<file path="src/rtl/tpu_pkg.sv">
// Shared types and constants for the TPU board top: FSM states, activation codes,
// Q8.8 constants, switch mode codes and seven-segment patterns.
package tpu_pkg;

    localparam int unsigned DATA_W = 16;
    localparam int unsigned PROD_W = 32;
    localparam int unsigned ACC_W  = 36;

    typedef enum logic [1:0] {
        IDLE    = 2'd0,
        COMPUTE = 2'd1,
        DONE    = 2'd2
    } state_e;

    localparam logic [2:0] ACT_NONE = 3'b000;
    localparam logic [2:0] ACT_RELU = 3'b001;
    localparam logic [2:0] ACT_HSIG = 3'b010;

    localparam logic [DATA_W-1:0] ONE  = 16'h0100;
    localparam logic [DATA_W-1:0] HALF = 16'h0080;

    localparam logic [1:0] MODE_BTN  = 2'b00;
    localparam logic [1:0] MODE_UART = 2'b01;
    localparam logic [1:0] MODE_SPI  = 2'b10;

    // Active-low segments, gfedcba order
    localparam logic [6:0] SEG_IDLE    = 7'b1000000;
    localparam logic [6:0] SEG_COMPUTE = 7'b1111001;
    localparam logic [6:0] SEG_DONE    = 7'b0100100;

    function automatic logic [6:0] state_seg(input state_e s);
        case (s)
            COMPUTE: return SEG_COMPUTE;
            DONE:    return SEG_DONE;
            default: return SEG_IDLE;
        endcase
    endfunction

endpackage

</file>
<file path="src/rtl/tpu_activation.sv">
// Combinational activation on a saturated Q8.8 value: identity, ReLU or hard sigmoid.
module tpu_activation
    import tpu_pkg::*;
(
    input  logic [DATA_W-1:0] y,
    input  logic [2:0]        act_sel,
    output logic [DATA_W-1:0] z
);

    logic signed [DATA_W:0] y_ext_c;
    logic signed [DATA_W:0] hsig_c;

    always_comb begin
        y_ext_c = $signed({y[DATA_W-1], y});
        hsig_c  = (y_ext_c >>> 2) + $signed({1'b0, HALF});
        z       = y;
        case (act_sel)
            ACT_NONE: z = y;
            ACT_RELU: z = y[DATA_W-1] ? '0 : y;
            ACT_HSIG: begin
                if (hsig_c < 17'sd0) begin
                    z = '0;
                end else if (hsig_c > $signed({1'b0, ONE})) begin
                    z = ONE;
                end else begin
                    z = hsig_c[DATA_W-1:0];
                end
            end
            default:  z = y;
        endcase
    end

endmodule

</file>
<file path="src/rtl/tpu_top_io_ctrl.sv">
// Board top: switch/button matrix loader, sequential 8x8 Q8.8 MAC engine with activation,
// LED/7-seg status. Optional status byte on UART when TPU_UART_STATUS_EN is defined.
module tpu_top_io_ctrl
    import tpu_pkg::*;
#(
    parameter int unsigned N            = 8,
    parameter int unsigned CLKS_PER_BIT = 868
) (
    input  logic        clk,
    input  logic        rst,
    input  logic        uart_rx,
    output logic        uart_tx,
    input  logic        spi_sclk,
    input  logic        spi_mosi,
    input  logic        spi_cs_n,
    output logic        spi_miso,
    input  logic [15:0] switches,
    input  logic        btn_center,
    input  logic        btn_up,
    input  logic        btn_left,
    input  logic        btn_right,
    input  logic        btn_down,
    output logic [15:0] leds,
    output logic [6:0]  seg,
    output logic [3:0]  an,
    output logic        tpu_busy_led,
    output logic        tpu_done_led
);

    // N must be a power of two so {row, col} concatenation forms the word address
    localparam int unsigned IW    = $clog2(N);
    localparam int unsigned AW    = 2 * IW;
    localparam int unsigned DEPTH = N * N;
    localparam logic [IW-1:0] LAST = IW'(N - 1);

    localparam int unsigned B_RIGHT = 0;
    localparam int unsigned B_LEFT  = 1;
    localparam int unsigned B_DOWN  = 2;
    localparam int unsigned B_UP    = 3;

    logic [DATA_W-1:0] mem_a [DEPTH];
    logic [DATA_W-1:0] mem_b [DEPTH];
    logic [DATA_W-1:0] mem_c [DEPTH];

    state_e             state_q, state_d;
    logic [IW-1:0]      r_q, r_d, c_q, c_d, k_q, k_d;
    logic signed [ACC_W-1:0] acc_q, acc_d;
    logic [2:0]         act_q, act_d;
    logic [3:0]         btn_q;
    logic [DATA_W-1:0]  data_q;
    logic               busy_q, done_q;
    logic [6:0]         seg_q;

    logic [3:0]         btn_ev_c;
    logic               start_ev_c;
    logic [AW-1:0]      sw_addr_c;
    logic               wr_a_c, wr_b_c, c_we_c;
    logic [DATA_W-1:0]  a_word_c, b_word_c;
    logic signed [PROD_W-1:0] prod_c;
    logic signed [ACC_W-1:0]  total_c, y_full_c;
    logic [DATA_W-1:0]  y_sat_c, act_z_c;
    logic               unused_ok;

    assign btn_ev_c   = {btn_up, btn_down, btn_left, btn_right} & ~btn_q
                        & {4{switches[15:14] == MODE_BTN}};
    assign start_ev_c = btn_ev_c[B_UP];
    assign sw_addr_c  = switches[AW-1:0];
    assign wr_a_c     = btn_ev_c[B_DOWN] && (state_q != COMPUTE) && (switches[9:8] == 2'b00);
    assign wr_b_c     = btn_ev_c[B_DOWN] && (state_q != COMPUTE) && (switches[9:8] == 2'b01);

    // MAC datapath: one A x B product per cycle into a 36-bit accumulator
    assign a_word_c = mem_a[{r_q, k_q}];
    assign b_word_c = mem_b[{k_q, c_q}];
    assign prod_c   = $signed({{16{a_word_c[DATA_W-1]}}, a_word_c})
                    * $signed({{16{b_word_c[DATA_W-1]}}, b_word_c});
    assign total_c  = acc_q + $signed({{(ACC_W-PROD_W){prod_c[PROD_W-1]}}, prod_c});

    always_comb begin
        y_full_c = total_c >>> 8;
        if (y_full_c > 36'sd32767) begin
            y_sat_c = 16'h7FFF;
        end else if (y_full_c < -36'sd32768) begin
            y_sat_c = 16'h8000;
        end else begin
            y_sat_c = y_full_c[DATA_W-1:0];
        end
    end

    tpu_activation u_act (
        .y       (y_sat_c),
        .act_sel (act_q),
        .z       (act_z_c)
    );

    always_ff @(posedge clk) begin
        if (rst) begin
            state_q <= IDLE;
            r_q     <= '0;
            c_q     <= '0;
            k_q     <= '0;
            acc_q   <= '0;
            act_q   <= ACT_NONE;
            btn_q   <= '0;
            data_q  <= ONE;
            busy_q  <= 1'b0;
            done_q  <= 1'b0;
            seg_q   <= SEG_IDLE;
        end else begin
            state_q <= state_d;
            r_q     <= r_d;
            c_q     <= c_d;
            k_q     <= k_d;
            acc_q   <= acc_d;
            act_q   <= act_d;
            btn_q   <= {btn_up, btn_down, btn_left, btn_right};
            if (btn_ev_c[B_LEFT])  data_q[15:8] <= switches[7:0];
            if (btn_ev_c[B_RIGHT]) data_q[7:0]  <= switches[7:0];
            busy_q  <= (state_d == COMPUTE);
            done_q  <= (state_d == DONE);
            seg_q   <= state_seg(state_d);
        end
    end

    always_comb begin
        state_d = state_q;
        r_d     = r_q;
        c_d     = c_q;
        k_d     = k_q;
        acc_d   = acc_q;
        act_d   = act_q;
        c_we_c  = 1'b0;
        case (state_q)
            IDLE, DONE: begin
                if (start_ev_c) begin
                    state_d = COMPUTE;
                    r_d     = '0;
                    c_d     = '0;
                    k_d     = '0;
                    acc_d   = '0;
                    act_d   = switches[13:11];
                end
            end
            COMPUTE: begin
                if (k_q == LAST) begin
                    c_we_c = 1'b1;
                    acc_d  = '0;
                    k_d    = '0;
                    if (c_q == LAST) begin
                        c_d = '0;
                        r_d = r_q + IW'(1);
                        if (r_q == LAST) state_d = DONE;
                    end else begin
                        c_d = c_q + IW'(1);
                    end
                end else begin
                    acc_d = total_c;
                    k_d   = k_q + IW'(1);
                end
            end
            default: state_d = IDLE;
        endcase
    end

    // Matrix storage is deliberately not reset
    always_ff @(posedge clk) begin
        if (!rst) begin
            if (wr_a_c) mem_a[sw_addr_c] <= data_q;
            if (wr_b_c) mem_b[sw_addr_c] <= data_q;
            if (c_we_c) mem_c[{r_q, c_q}] <= act_z_c;
        end
    end

    assign leds         = mem_c[sw_addr_c];
    assign seg          = seg_q;
    assign an           = 4'b1110;
    assign tpu_busy_led = busy_q;
    assign tpu_done_led = done_q;
    assign spi_miso     = 1'b0;

`ifdef TPU_UART_STATUS_EN
    localparam int unsigned BW = (CLKS_PER_BIT > 1) ? $clog2(CLKS_PER_BIT) : 1;

    logic [9:0]    tx_sh_q;
    logic [3:0]    tx_bits_q;
    logic [BW-1:0] tx_cnt_q;
    logic          tx_ev_c;

    assign tx_ev_c = (state_q == COMPUTE) && (state_d == DONE);

    // 8N1 shifter; events arriving mid-frame are dropped
    always_ff @(posedge clk) begin
        if (rst) begin
            tx_sh_q   <= '1;
            tx_bits_q <= '0;
            tx_cnt_q  <= '0;
        end else if (tx_bits_q == 4'd0) begin
            if (tx_ev_c) begin
                tx_sh_q   <= {1'b1, 8'h44, 1'b0};
                tx_bits_q <= 4'd10;
                tx_cnt_q  <= '0;
            end
        end else if (tx_cnt_q == BW'(CLKS_PER_BIT - 1)) begin
            tx_cnt_q  <= '0;
            tx_sh_q   <= {1'b1, tx_sh_q[9:1]};
            tx_bits_q <= tx_bits_q - 4'd1;
        end else begin
            tx_cnt_q  <= tx_cnt_q + BW'(1);
        end
    end

    assign uart_tx = tx_sh_q[0];
`else
    logic [31:0] unused_clks;

    assign unused_clks = 32'(CLKS_PER_BIT);
    assign uart_tx     = 1'b1;
`endif

    assign unused_ok = ^{uart_rx, spi_sclk, spi_mosi, spi_cs_n, btn_center, switches[10]};

endmodule

</file>
<file path="config.mk">
export PLATFORM = sky130hd
export DESIGN_NAME = tpu_top_io_ctrl
export DESIGN_NICKNAME = d
export VERILOG_FILES = /design/src/rtl/tpu_pkg.sv /design/src/rtl/tpu_activation.sv /design/src/rtl/tpu_top_io_ctrl.sv
export SDC_FILE = /design/constraint.sdc
export NUM_CORES = 2
export LEC_CHECK = 0
export CAP_MARGIN = 5
export CORE_ASPECT_RATIO = 0.6
export CORE_MARGIN = 3
export CORE_UTILIZATION = 60
export DETAILED_ROUTE_END_ITERATION = 8
export GPL_ROUTABILITY_DRIVEN = 1
export MAX_ROUTING_LAYER = met4
export PLACE_DENSITY = 0.8
export RECOVER_POWER = 100
export SYNTH_ARGS = -nofsm -noshare
export SYNTH_HDL_FRONTEND = slang
export SYNTH_HIERARCHICAL = 1
export SYNTH_SLANG_ARGS = --single-unit
</file>
<file path="constraint.sdc">
create_clock -name clk -period 14.3 [get_ports clk]
set_input_delay 2.145 -clock clk [delete_from_list [all_inputs] [get_ports clk]]
set_output_delay 2.145 -clock clk [all_outputs]
set_load 0.005 [all_outputs]
</file>
## Word-level counts from Yosys, hierarchy flattened

Memory sizes are Yosys's and may differ from the RTL's.
Index checks and enable logic that the tools add are counted.

- Add/sub/neg operators: 5
- $mul: 1
- Div/mod/pow operators: 0
- $lt $le $gt $ge: 4
- Equality and inequality tests: 14
- Shifts and indexed selects: 0
- Mux-type cells: 35
- Bitwise gates (word level): 3
- Reduce and logical (&&, ||, !) cells: 12

Operators with widths:

| operator | count |
|---|---|
| $mux 36 | 2 |
| $pmux 36 s2 | 1 |
| $mux 16 | 4 |
| $add 36x32->36 | 1 |
| $mul 16x16->32 | 1 |
| $pmux 16 s2 | 1 |
| $gt 28x16->1 const B | 1 |
| $lt 28x16->1 const B | 1 |
| $mux 3 | 6 |
| $pmux 3 s2 | 3 |
| $gt 17x10->1 const B | 1 |
| $lt 17x1->1 const B | 1 |
| $add 14x9->15 const B | 1 |
| $mux 15 | 1 |
| $pmux 7 s2 | 1 |
| $mux 1 | 11 |
| $add 3x1->3 const B | 3 |
| $eq 3x3->1 const B | 3 |
| $and 4x4->4 | 2 |
| $mux 2 | 4 |
| $eq 2x1->1 const B | 3 |
| $logic_not 2->1 | 3 |
| $ne 2x2->1 const B | 3 |
| $eq 2x2->1 const B | 2 |
| 11 further kinds | 14 |

- Bits in registers: 79
- Bits in latches: 0
- RAM bits: 3072
- ROM bits: 0
- Input port bits: 27
- Output and inout port bits: 31
- Logic and storage cells: 89
- Memories kept: 3

Memories:

| memory | words | width | read ports | clocked after Yosys merged registers in | wr ports | line | source |
|---|---|---|---|---|---|---|---|
| mem_a | 64 | 16 | 1 | 0 | 1 | tpu_top_io_ctrl.sv:41 | `logic [DATA_W-1:0] mem_a [DEPTH];` |
| mem_b | 64 | 16 | 1 | 0 | 1 | tpu_top_io_ctrl.sv:42 | `logic [DATA_W-1:0] mem_b [DEPTH];` |
| mem_c | 64 | 16 | 1 | 0 | 1 | tpu_top_io_ctrl.sv:43 | `logic [DATA_W-1:0] mem_c [DEPTH];` |

## Logic depth before layout (Yosys ltp)

An unclocked memory read counts as a cell.

- Depth after elaboration: 11
- Gate-level depth with buffers: 46
- Depth with buffers taken out: 38

## Hierarchy

Netlist, hierarchy kept.

Modules (own cells, without submodules):

| module | instances | cells an instance | area each (um2) | sequential area each (um2) |
|---|---|---|---|---|
| tpu_top_io_ctrl | 1 | 7515 | 129409.1 | 93729.9 |
| tpu_activation | 1 | 40 | 289.0 | 0.0 |

## Least setup slack after synthesis

No wires, ideal clock.

- Path kind: reg-to-reg
- Start: register k_q[0]
- End: memory mem_c[0][9] (data pin)
- Setup time: 0.682 ns
- Arrival time: 11.378 ns
- Required time: 13.618 ns
- Setup slack: 2.240 ns
- Stages on the path, launching flop included: 38
- Buffers on the path: 9
- Clock period less this slack: 12.060 ns
- Path through: dfxtp_1 > buf_4 > buf_6 > buf_6 > buf_2 > buf_2 > buf_4 > mux4_2 > mux2i_1 > o22ai_1 > nor4_2 > buf_2 > nor2_1 > fa_1 > inv_1 > fa_1 > fa_1 > inv_1 > (+2 left out) > inv_1 > fa_1 > inv_1 > ha_1 > clkbuf_1 > nand2_1 > nor2_1 > a32oi_1 > o31ai_2 > a21oi_1 > o31a_1 > o21ai_0 > xor2_2 > a31o_4 > buf_6 > a21oi_1 > inv_1 > nor3_1

- Cells in the longest elaborated chain, start to end: 11
- Elaborated cells between the ends (all ways): 15
- Those cells by class: add/sub (2); mul (1); order compare (4); mux (6); memory (2)

RTL lines:

| what | line | source |
|---|---|---|
| start, declared | tpu_top_io_ctrl.sv:46 | `logic [IW-1:0] r_q, r_d, c_q, c_d, k_q, k_d;` |
| start signal, assigned | tpu_top_io_ctrl.sv:112 | `k_q <= k_d;` |
| $mem_v2 64x16, on equally long branches | n/a |  |
| $mul 16x16->32 * | tpu_top_io_ctrl.sv:75 | `* $signed({{16{b_word_c[DATA_W-1]}}, b_word_c});` |
| $add 36x32->36 * | tpu_top_io_ctrl.sv:76 | `assign total_c = acc_q + $signed({{(ACC_W-PROD_W){prod_c[PROD_W-1]}}, prod_c});` |
| $lt 28x16->1 | tpu_top_io_ctrl.sv:82 | `end else if (y_full_c < -36'sd32768) begin` |
| $mux 16 | tpu_top_io_ctrl.sv:82 |  |
| $mux 16 * | tpu_top_io_ctrl.sv:80 | `if (y_full_c > 36'sd32767) begin` |
| via y_sat_c[15] | tpu_top_io_ctrl.sv:61 | `logic [DATA_W-1:0] y_sat_c, act_z_c;` |
| $add 14x9->15 | tpu_activation.sv:15 | `hsig_c = (y_ext_c >>> 2) + $signed({1'b0, HALF});` |
| $gt 17x10->1 | tpu_activation.sv:23 | `end else if (hsig_c > $signed({1'b0, ONE})) begin` |
| $mux 16 | tpu_activation.sv:23 |  |
| $mux 16 | tpu_activation.sv:21 | `if (hsig_c < 17'sd0) begin` |
| $pmux 16 s2 * | tpu_activation.sv:17 | `case (act_sel)` |
| via act_z_c[9] | tpu_top_io_ctrl.sv:61 |  |
| end, declared | tpu_top_io_ctrl.sv:43 |  |

The timed path passes the listed nets; every way through them passes the cells marked *.

## Worst setup path in the final report

- Start: input port switches[1]
- End: output port leds[6]

- Cells in the longest elaborated chain, start to end: 1

RTL lines:

| what | line | source |
|---|---|---|
| start, declared | tpu_top_io_ctrl.sv:17 | `input logic [15:0] switches,` |
| $mem_v2 64x16 | n/a |  |
| end, declared | tpu_top_io_ctrl.sv:23 | `output logic [15:0] leds,` |

Every way passes these cells.

==> impl_metrics.tcl <==
set metrics [dict create \
    period_share_pct 100 \
    final_antenna_net_count 0 \
    cpLargestDelayFamily "buffers and inverters" \
    synth_top_cell_by_area "edfxtp_1" \
    grt_max_degree 122 \
    hold_viol 0 \
    async_flop_share_pct 0 \
    nFillCells 13500 \
    layout.nets 8289 \
    worst_hold_path.endpoint "acc_q[23]$_SDFFE_PP0P_" \
    via_per_inst 7.00 \
    drt-met1-wl_um 133000 \
    overflow 0 \
    initialDrtViolationCount 14200 \
    drive_above_1_share_pct 11.8 \
    postCtsResizedCells 0 \
    fin_util_pct 67.0 \
    rows 131 \
    startpoint_type "primary input" \
    reg2reg_to "mem_c[61][13]$_DFFE_PP_" \
    dr.max_layer_used "met4" \
    syn-cell-area_um2 130000 \
    synth_edf_count 3072 \
    synth_cell_types 93 \
    htree_levels 5 \
    crit_cells 10 \
    path_buf_inv 4 \
    synth_seq_cells 3146 \
    drc 0 \
    cts_sinks 3146 \
    max_cap_violations 69 \
    synth_top_area_share_pct 71.1 \
    globalplace.congestion 0.974 \
    synth_common_cells "3072 x edfxtp_1, 498 x nor2_1, 470 x a22oi_1" \
    track_usage_pct 34.1 \
    dieArea_um2 222000 \
    skew_ps 85.4 \
    wl_met2_um 155000 \
    tns_ps -50.6 \
    wire_per_inst_um 33.8 \
    arrival_ps 12200 \
    regArea_um2 93800 \
    initial_core_util_pct 60.7 \
    syn_area_per_cell_um2 17.2 \
    num_io_pins 58 \
    critical_path_required_ps 12150 \
    worstMarginPinSlew_ps 5810 \
    core-area_um2 214000 \
    vias 76400 \
    r2r_slack_ps 350 \
    post-route-min-period_ps 14340 \
    rsz0062_at_grt "no" \
    slowest_delay_ps 4180 \
    slew_violations 3298 \
    die_w_um 606 \
    cts_root_buffer "clkbuf_16" \
    end_kind "output port" \
    synth_area_leaders "edfxtp_1 71%, mux4_2 5.2%, fa_1 4.8%" \
    wl_met3_um 66100 \
    die_h_um 366 \
    drtPass1Iterations 7 \
    path_clk_slew_ps 80 \
    antenna_found_initial 15 \
    holdPathStages 2 \
    synth.most_common_cell "edfxtp_1" \
    grt_pass1_vias 74400 \
    numCtsBuffers 278 \
    ys.flop_type "edfxtp_1" \
    cts_tree "yes" \
    dp_hpwl_um 218000 \
    violations "capacitance limit, slew limit, setup timing" \
    hold_class "register to register" \
    syn_inst 7555 \
    min_from "acc_q[23]$_SDFFE_PP0P_" \
    startpoint "switches[1]" \
    wl_um 369000 \
    insertion_delay_ps 870 \
    critPathSlowestCell "clkbuf_1" \
    ys_seq_area_share_pct 72.3 \
    yosys_warnings 6 \
    portBuffers 44 \
    grt_pass1_wl_um 529000 \
    fmaxAchievable_ghz 0.0697 \
    r2r_cells 37 \
    pre_cts_ws_ps 644 \
    path_class "primary input to output port" \
    relSlewSlack_pct -287 \
    reg2reg_from "c_q[0]$_SDFFE_PP0P_" \
    cts.path.max_buffers 4 \
    crit_chain "dlygate4sd3_1 > nor3_1 > clkbuf_1 > clkbuf_1 > a22o_1 > a221oi_1 > a31oi_1 > nor4_2 > nand3_1 > dlygate4sd3_1" \
    outcome "finished with violations" \
    setup-violations-final 2 \
    final.setup.worst_slack_ps -40.1 \
    multiInputGateArea_um2 32800 \
    syn2layout_area_growth_pct 10.4 \
    critical_path.max_fanout 86 \
]
[stage by stage]
stage               area (um^2)  hold WS, ps  std cells
detailed placement       135000          495      10400
finish                   143000          509      10900
floorplan                130000          463       7560
global route             143000          530      10900
CTS                      144000          512      10900
global placement         135000          473      10400
[worst max-delay path by stage]
stage,to,slack (ps)
global placement,mem_c[13][2]$_DFFE_PP_,890
floorplan,mem_c[0][9]$_DFFE_PP_,2240
global route,mem_c[61][13]$_DFFE_PP_,60
CTS,mem_c[41][2]$_DFFE_PP_,540
detailed placement,mem_c[13][2]$_DFFE_PP_,640
finish,leds[6],-40
[flip-flops by register name, summed over array words and instances (netlist names)]
name     flops
acc_q       36
act_q        3
btn_q        4
c_q          3
data_q      16
k_q          3
mem_a     1024
mem_b     1024
mem_c     1024
r_q          3
seg          4
state_q      2
[repair_timing]
| action | CTS | global route |
|---|---|---|
| hold buffers | 0 | 0 |
| endpoints found under the hold margin | 0 | 0 |
| endpoints found under the setup margin | 0 | 56 |
| buffers inserted | 0 | 1 |
[worst reg2reg max path, delay by kind of cell (launching register included)]
kind | cells | cell delay, ps
xor gates and xnor gates | 1 | 160
DFF | 1 | 680
buffers and inverters | 10 | 2220
AOI/OAI and AO/OA | 13 | 3520
and+or+nand+nor | 6 | 3550
adders and majority gates | 7 | 3610
[final cells by class]
cell class / instances / share of cell area (%)
multi-input cells: 3604 / 22.9
clock inverters: 134 / 0.910
clock buffers: 350 / 5.22
inverters: 375 / 0.983
repair buffers: 426 / 1.94
diodes: 14 / 0.0245
flip-flops and latches: 3146 / 65.5
well taps: 2859 / 2.50
[logic make-up after synthesis]
| group | synth area share (%) |
|---|---|
| buffers and inverters | 2.57 |
| AO/OA/AOI/OAI | 8.09 |
| other | 0.00579 |
| XOR/XNOR | 0.288 |
| adder cells (fa/ha/maj) | 5.98 |
| AND/OR/NAND/NOR | 3.85 |
| multiplexers | 6.96 |
| flip-flops | 72.3 |
[metal layers]
| metal | GRT usage, % | up-vias |
|---|---|---|
| met5 | - | - |
| met4 | 11.1 | 0 |
| met3 | 13.5 | 967 |
| met2 | 45.4 | 6828 |
| met1 | 48.3 | 38400 |
| li1 | - | 30200 |
[layout by cell type, fill, tap and decap left out, types with 67 or more instances in the layout]
| master | n |
|---|---|
| edfxtp_1 | 3072 |
| nor2_1 | 497 |
| a22oi_1 | 470 |
| inv_1 | 367 |
| nand2_1 | 334 |
| fa_1 | 314 |
| mux4_2 | 300 |
| clkbuf_16 | 290 |
| clkbuf_1 | 275 |
| a21oi_1 | 259 |
| a221oi_1 | 187 |
| mux2i_1 | 179 |
| buf_4 | 136 |
| o21ai_0 | 129 |
| a22o_1 | 119 |
| ha_1 | 117 |
| a31oi_1 | 110 |
| nand3_1 | 85 |
| dfxtp_1 | 67 |
Power is left out: the tool's default activity adds up to more than one toggle a clock period on the data nets, which glitch-free logic cannot reach.
